===== src/rtl/muldiv_pkg.sv =====
// rtl/muldiv_pkg.sv - shared decode constants and enums for the RV32M multiply/divide unit
package muldiv_pkg;

    localparam logic [6:0]  OPC_OP     = 7'b0110011;
    localparam logic [6:0]  F7_MULDIV  = 7'b0000001;
    localparam logic [31:0] NOP_INSTR  = 32'h00000013;

    typedef enum logic [2:0] {
        MD_MUL    = 3'b000,
        MD_MULH   = 3'b001,
        MD_MULHSU = 3'b010,
        MD_MULHU  = 3'b011,
        MD_DIV    = 3'b100,
        MD_DIVU   = 3'b101,
        MD_REM    = 3'b110,
        MD_REMU   = 3'b111
    } md_op_e;

    typedef enum logic [1:0] {
        S_IDLE,
        S_BUSY,
        S_DONE
    } md_state_e;

endpackage


===== src/rtl/ex_muldiv_unit.sv =====
// rtl/ex_muldiv_unit.sv - iterative RV32M multiply/divide unit with ID/EX stall
module ex_muldiv_unit
    import muldiv_pkg::*;
#(
    parameter int WIDTH = 32
) (
    input  logic             clk,
    input  logic             rst,
    input  logic             flush,
    input  logic [31:0]      instr_ex,
    input  logic [WIDTH-1:0] rs1_data_ex,
    input  logic [WIDTH-1:0] rs2_data_ex,
    output logic             stall,
    output logic             result_valid,
    output logic [WIDTH-1:0] result
);

    localparam int CW = $clog2(WIDTH + 1);

    md_state_e state, state_nxt;
    md_op_e    op_dec, op_q;

    logic [WIDTH-1:0] acc, lo, opb, result_q;
    logic             a_neg, b_neg;
    logic [CW-1:0]    count;

    logic             is_m, sgn_a, sgn_b, a_in_neg, b_in_neg;
    logic             div_zero, div_ovf, special;
    logic [WIDTH-1:0] mag_a, mag_b;
    logic [WIDTH:0]   mul_sum, div_shift, div_diff;
    logic             div_ok;
    logic [2*WIDTH-1:0] prod_c;
    logic [WIDTH-1:0] quo_c, rem_c, corrected;
    logic             unused_instr;

    assign unused_instr = ^{instr_ex[24:15], instr_ex[11:7]};

    assign is_m   = (instr_ex[6:0] == OPC_OP) && (instr_ex[31:25] == F7_MULDIV);
    assign op_dec = md_op_e'(instr_ex[14:12]);

    // Operand signedness and magnitudes; results are computed on magnitudes and sign-corrected in DONE
    always_comb begin
        sgn_a    = (op_dec == MD_MULH) || (op_dec == MD_MULHSU) || (op_dec == MD_DIV) || (op_dec == MD_REM);
        sgn_b    = (op_dec == MD_MULH) || (op_dec == MD_DIV) || (op_dec == MD_REM);
        a_in_neg = sgn_a & rs1_data_ex[WIDTH-1];
        b_in_neg = sgn_b & rs2_data_ex[WIDTH-1];
        mag_a    = a_in_neg ? -rs1_data_ex : rs1_data_ex;
        mag_b    = b_in_neg ? -rs2_data_ex : rs2_data_ex;
        div_zero = instr_ex[14] && (rs2_data_ex == '0);
        div_ovf  = ((op_dec == MD_DIV) || (op_dec == MD_REM)) &&
                   (rs1_data_ex == {1'b1, {(WIDTH-1){1'b0}}}) && (rs2_data_ex == '1);
        special  = div_zero | div_ovf;
    end

    // One shift-add step (multiply) or one restoring step (divide)
    always_comb begin
        mul_sum   = {1'b0, acc} + (lo[0] ? {1'b0, opb} : '0);
        div_shift = {acc, lo[WIDTH-1]};
        div_diff  = div_shift - {1'b0, opb};
        div_ok    = ~div_diff[WIDTH];
    end

    // Sign correction and result selection from the final accumulator contents
    always_comb begin
        prod_c    = (a_neg ^ b_neg) ? -{acc, lo} : {acc, lo};
        quo_c     = (a_neg ^ b_neg) ? -lo : lo;
        rem_c     = a_neg ? -acc : acc;
        corrected = '0;
        case (op_q)
            MD_MUL:                        corrected = prod_c[WIDTH-1:0];
            MD_MULH, MD_MULHSU, MD_MULHU:  corrected = prod_c[2*WIDTH-1:WIDTH];
            MD_DIV, MD_DIVU:               corrected = quo_c;
            default:                       corrected = rem_c;
        endcase
    end

    // Next-state logic; flush always returns to IDLE
    always_comb begin
        state_nxt = state;
        case (state)
            S_IDLE: if (is_m) state_nxt = special ? S_DONE : S_BUSY;
            S_BUSY: if (count == CW'(WIDTH - 1)) state_nxt = S_DONE;
            default: state_nxt = S_IDLE;
        endcase
        if (flush) state_nxt = S_IDLE;
    end

    // State register
    always_ff @(posedge clk or posedge rst) begin
        if (rst) state <= S_IDLE;
        else     state <= state_nxt;
    end

    // Operand latch, iteration datapath and held result
    always_ff @(posedge clk or posedge rst) begin
        if (rst) begin
            op_q     <= MD_MUL;
            acc      <= '0;
            lo       <= '0;
            opb      <= '0;
            a_neg    <= 1'b0;
            b_neg    <= 1'b0;
            count    <= '0;
            result_q <= '0;
        end else if (!flush) begin
            case (state)
                S_IDLE: if (is_m) begin
                    op_q  <= op_dec;
                    count <= '0;
                    opb   <= mag_b;
                    if (special) begin
                        // Preload quotient/remainder so the DONE path yields the fixed answer
                        a_neg <= 1'b0;
                        b_neg <= 1'b0;
                        acc   <= div_zero ? rs1_data_ex : '0;
                        lo    <= div_zero ? '1 : rs1_data_ex;
                    end else begin
                        a_neg <= a_in_neg;
                        b_neg <= b_in_neg;
                        acc   <= '0;
                        lo    <= mag_a;
                    end
                end
                S_BUSY: begin
                    count <= count + 1'b1;
                    if (op_q[2]) begin
                        acc <= div_ok ? div_diff[WIDTH-1:0] : div_shift[WIDTH-1:0];
                        lo  <= {lo[WIDTH-2:0], div_ok};
                    end else begin
                        {acc, lo} <= {mul_sum, lo[WIDTH-1:1]};
                    end
                end
                default: result_q <= corrected;
            endcase
        end
    end

    assign stall        = ((state == S_BUSY) || ((state == S_IDLE) && is_m)) && !flush;
    assign result_valid = (state == S_DONE) && !flush;
    assign result       = result_valid ? corrected : result_q;

endmodule


===== config.mk =====
export PLATFORM = sky130hd
export DESIGN_NAME = ex_muldiv_unit
export DESIGN_NICKNAME = d
export VERILOG_FILES = /design/src/rtl/muldiv_pkg.sv /design/src/rtl/ex_muldiv_unit.sv
export SDC_FILE = /design/constraint.sdc
export NUM_CORES = 1
export LEC_CHECK = 0
export CORE_MARGIN = 10
export CORE_UTILIZATION = 54
export CTS_CLUSTER_SIZE = 24
export DETAILED_ROUTE_END_ITERATION = 8
export PLACE_DENSITY = 0.79
export SYNTH_ARGS = -nofsm -noshare
export SYNTH_HDL_FRONTEND = slang
export SYNTH_SLANG_ARGS = --single-unit

===== constraint.sdc =====
create_clock -name clk -period 5.05 [get_ports clk]
set_input_delay 1.515 -clock clk [delete_from_list [all_inputs] [get_ports clk]]
set_output_delay 1.515 -clock clk [all_outputs]
set_load 0.02 [all_outputs]

# [Word-level counts from Yosys, hierarchy flattened]
# Cells that the tools add are included.
[word_totals] reg_bits=141 input_bits=99 out_inout_bits=34 wordCells=97
[classes] add_sub_neg=8 eq_ne=19 muxes=28 n_bitwise=7 n_reduce_logical=26
[ops] cell="32-bit two-way mux" n=15
[ops] cell="32-bit negator" n=4
[ops] cell="32-bit case mux with 2 select lines" n=2
[ops] cell="32-bit case mux with 3 select lines" n=1
[ops] cell="32-bit == test (second input constant)" n=2
[ops] cell="64-bit two-way mux" n=1
[ops] cell="64-bit negator" n=1
[ops] cell="32-bit by 32-bit adder with 33-bit output" n=1
[ops] cell="33-bit by 32-bit subtractor with 33-bit output" n=1
[ops] cell="32-bit zero test" n=1
[ops] cell="3-bit == test (second input constant)" n=4
[ops] cell="6-bit case mux with 2 select lines" n=1
[ops] cell="3-bit by 2-bit == test with 1-bit output (second input constant)" n=3
[ops] cell="2-bit two-way mux" n=4
[ops] cell="7-bit by 1-bit == test with 1-bit output (second input constant)" n=1
[ops] cell="7-bit by 6-bit == test with 1-bit output (second input constant)" n=1
[ops] cell="1-bit logical AND" n=7
[ops] cell="1-bit logical OR" n=7
[ops] cell="6-bit by 1-bit adder with 6-bit output (second input constant)" n=1
[ops] cell="3-bit by 1-bit == test with 1-bit output (second input constant)" n=2
[ops] cell="6-bit by 5-bit == test with 1-bit output (second input constant)" n=1
[ops] cell="6-bit two-way mux" n=1
[ops] cell="3-bit inequality test (second input constant)" n=2
[ops] cell="3-bit AND reduction" n=2
[ops] cell="16 further kinds" n=22

# [Logic depth before layout (Yosys ltp)]
[logic_depth] ltp_word=9 ltp_mapped=16 depth_no_buf=13

# [Worst setup path before layout]
# OpenSTA, ideal clock, no wires.
[synth_timing] path_type="reg-to-output" startpoint="register acc[1]" endpoint="output result[28]" arrival_ns=3.959 t_required_ns=3.535 path_slack_ns=-0.424 path_stages_with_launch=15 path_buffers=2 path_cell_list="dfrtp_1 > clkbuf_1 > inv_1 > ha_1 > or3b_1 > or4_4 > or3_4 > or3_1 > buf_2 > or4_4 > nor3_2 > nor2_1 > xor2_1 > a222oi_1 > o21ai_1"
[synth_between] elab_chain_len=4 word_cells_on_any_way=6 classes_between="2 x add/sub; 4 x mux"
[synth_rtl] element="from (decl)" line="ex_muldiv_unit.sv:23" source="logic [WIDTH-1:0] acc, lo, opb, result_q;"
[synth_rtl] element="from (signal assigned)" line="ex_muldiv_unit.sv:115" source="acc <= div_zero ? rs1_data_ex : '0;"
[synth_rtl] element="from (signal assigned)" line="ex_muldiv_unit.sv:127" source="acc <= div_ok ? div_diff[WIDTH-1:0] : div_shift[WIDTH-1:0];"
[synth_rtl] element="from (signal assigned)" line="ex_muldiv_unit.sv:130" source="{acc, lo} <= {mul_sum, lo[WIDTH-1:1]};"
[synth_rtl] element="64-bit negator / 32-bit negator (equally long branches)" line="ex_muldiv_unit.sv:65, ex_muldiv_unit.sv:67"
[synth_rtl] element="64-bit two-way mux / 32-bit two-way mux (equally long branches)" line="ex_muldiv_unit.sv:65, ex_muldiv_unit.sv:67"
[synth_rtl] element="32-bit case mux with 3 select lines (*)" line="ex_muldiv_unit.sv:69" source="case (op_q)"
[synth_rtl] element="32-bit two-way mux (*)" line="ex_muldiv_unit.sv:140" source="assign result = result_valid ? corrected : result_q;"
[synth_rtl] element="to (decl)" line="ex_muldiv_unit.sv:15" source="output logic [WIDTH-1:0] result"
# Mark *: on every way between the ends. The rest lies on a longest branch, timed or not.

# [Final worst setup path]
[layout_timing] startpoint="register acc[9]" endpoint="output result[28]"
# Same word-level chain as after synthesis.

==> results_dict.tcl <==
set metrics [dict create \
    die_w_um 183 \
    rsz0062_at_grt "true" \
    grt_antenna_before_repair 0 \
    drv_slew 0 \
    die-area_mm2 0.0335 \
    internal_power_uw 2640 \
    syn_area_mm2 0.0144 \
    yosysSeqAreaShare_pct 24.6 \
    cp-end-kind "output pin" \
    drtPass1Iterations 7 \
    p_sw_uw 1610 \
    start_util_pct 54.9 \
    ys_ff_latch 141 \
    period_minus_slack_ns 5.68 \
    insertedDiodeCount 0 \
    synthCells 1955 \
    post-route-util_pct 68.9 \
    min_period_over_period_pct 112 \
    total_power_uw 4250 \
    p_leak_uw 0.00784 \
    seq_area_mm2 0.00353 \
    avgSynthCellArea_um2 7.34 \
    cts-htree-levels 4 \
    multiInputGateArea_mm2 0.0105 \
    synthToLayoutAreaGrowth_pct 25.5 \
    dp_hpwl_um 41800 \
    async_flop_share_pct 100 \
    viasPerCell 6.35 \
    fin_nets 2331 \
    p_seq_share_pct 30.2 \
    hold_depth 2 \
    numCtsBuffers 17 \
    slew_headroom_pct 19.9 \
    violations "negative setup slack" \
    drive_gt1_share_pct 16.7 \
    startpoint_type "flip-flop" \
    synth_nets 2126 \
    place.gp.congestion 1.02 \
    p_comb_share_pct 39.6 \
    ctsLongestPathBuffers 2 \
    clk_pin_slew_ns 0.06 \
    synth_edf_count 0 \
    min_path_type "flip-flop to flip-flop" \
    hold_viol 0 \
    die_y_um 183 \
    fin_skew_ns 0.0119 \
    preCtsSetupSlack_ns -0.611 \
    cts_tree "built" \
    dp.cells 2446 \
    fin_ws_ns -0.630 \
    numClockSinks 141 \
    drc 0 \
    clockRootBuffer "clkbuf_16" \
    wl_per_cell_um 21.5 \
    grt_pass1_vias 15514 \
    grt_pass1_wl_um 83100 \
    rows 59 \
    clockPowerShare_pct 30.2 \
    worst_ep_required_time_ns 3.54 \
    critical_path_arrival_ns 4.16 \
    yosysMostFrequentCell "a21oi_1" \
    finalSetupViolCount 12 \
    peakVddDrop_mv 0.200 \
    worst_slew_pin_slew_ns 1.20 \
    synth_area_leaders "dfrtp_1 (25%), a21oi_1 (8.1%), o21ai_0 (7.7%)" \
    drtIter0Drc 1524 \
    synth_flop_cell "dfrtp_1" \
    crit_type "flip-flop to output pin" \
    maxCapViolations 0 \
    status "complete, but fails checks" \
    fmax_mhz 176 \
    worstSkewPairLatency_ns 0.44 \
    rr_worst_depth 15 \
    finalNonFillerCells 2508 \
    wl_um 53900 \
    ant_nets 0 \
    power_density_mw_per_mm2 236 \
    grt_util_all_layers_pct 30.9 \
    via_count 15927 \
    synth_cell_types 78 \
    portBuffers 117 \
    grt_overflow 0 \
    ys_top_cells_by_count "a21oi_1 (231), nand2_1 (230), o21ai_0 (220)" \
    swShare_pct 37.9 \
    crit_path_max_fanout 3 \
    ys_warn_count 0 \
    n_fill_cell 2220 \
    pin_count 133 \
    grt_start_max_net_pins 97 \
    synth_top_area_cell "dfrtp_1" \
    synth_top_area_share_pct 24.6 \
    fp.coreArea_mm2 0.0261 \
]
stage by stage:
step | instance area (um2) | hold WS, ns | TNS, ns
global route | 18000 | 0.500 | -4.94
finish | 18000 | 0.476 | -2.77
detailed placement | 16900 | 0.470 | -6.31
floorplan | 14400 | 0.450 | -0.269
global placement | 16900 | 0.461 | -5.51
CTS | 17700 | 0.484 | -2.38
cells in the final DEF (no fill, tap or decap), drive strengths merged, types with 8 or more instances in the layout:
master         synthesis  final
mux2i                 40     40
nor3                  43     43
xnor2                 73     73
nand4                 21     21
nor4                  21     21
nand2b                24     24
o211ai                24     24
or4                   13     13
a21oi                231    231
o41ai                 14     14
inv                   65     70
o22ai                 13     13
a22oi                 16     16
a31oi                 14     14
or3                   18     18
a221o                 11     11
o21a                  14     14
a21o                  45     45
buf                    7    230
o31ai                 29     29
nor2                 151    151
a211oi                17     17
nand3                 30     30
dfrtp                141    141
clkbuf               125     19
nand2                230    230
xor2                  92     92
clkdlybuf4s50          0     84
and3                  13     13
nor2b                 11     11
ha                    70     70
o21ai                223    223
and2                   9      9
a22o                   9      9
a221oi                 8      8
area by class of cell:
cell class | count | share of cell area, %
sequential | 141 | 19.6
inverter | 67 | 1.43
tap | 335 | 2.33
clock buffer | 18 | 2.38
multi-input combinational | 1615 | 58.4
clock inverter | 14 | 0.882
timing repair buffer | 318 | 15.0
worst max-delay path: stages (launching register included):
cell and delay, ns:
dfrtp_1 0.37, or4_4 0.56, or4_4 0.51, or3_4 0.40, or3_4 0.37, or4_4 0.45, nor3_2 0.13, nor2_1 0.08
xor2_1 0.14, a222oi_1 0.34, buf_4 0.18, o21ai_2 0.06, buf_6 0.13
sequential cells by signal (all words and copies together), names as in the netlist, 2 cells and up:
signal,cells
opb,32
result_q,32
lo,32
count,6
op_q,3
state,2
acc,32
worst paths after layout:
path	from	to	slack, ns
worst min-delay path	opb[6]	opb[6]	0.48
max in group asynchronous	rst	op_q[2]	2.63
worst max register to register	acc[9]	acc[25]	0.59
worst max-delay path	acc[9]	result[28]	-0.63
worst min register to register	opb[6]	opb[6]	0.48
min in group asynchronous	rst	opb[3]	1.58
logic make-up after synthesis:
logic type                 Yosys count  synth area share [%]
xor gates and xnor gates           165                  10.1
DFF                                141                  24.6
AOI/OAI and AO/OA                  726                  30.8
adders and majority gates           72                  6.38
buffers and inverters              199                  5.27
muxes                               44                  3.10
and+or+nand+nor                    608                  19.8
power by group through the flow:
stage	logic (uW)	clock network [uW]	registers, uW
after detailed placement	1560	0	1300
after floorplan	949	0	1300
after CTS	1610	1290	1280
after global placement	1530	0	1290
final	1680	1290	1280
after global routing	1810	1340	1290
routing by layer:
layer | GRT usage [%] | vias up | share of wire (%)
met2 | 51.5 | 805 | 46
li1 | - | 7534 | -
met3 | 5.59 | 160 | 8.4
met1 | 37.3 | 7428 | 40
met5 | 0 | - | 0
met4 | 16.3 | 0 | 5.1
timing repair:
item                       CTS  global route
setup endpoints to repair   33            32
buffers inserted            20            12
gates resized for setup    195           103
hold buffers                 0             0
pin swaps                   14            45
No activity file was read; power rests on OpenSTA's default activity.
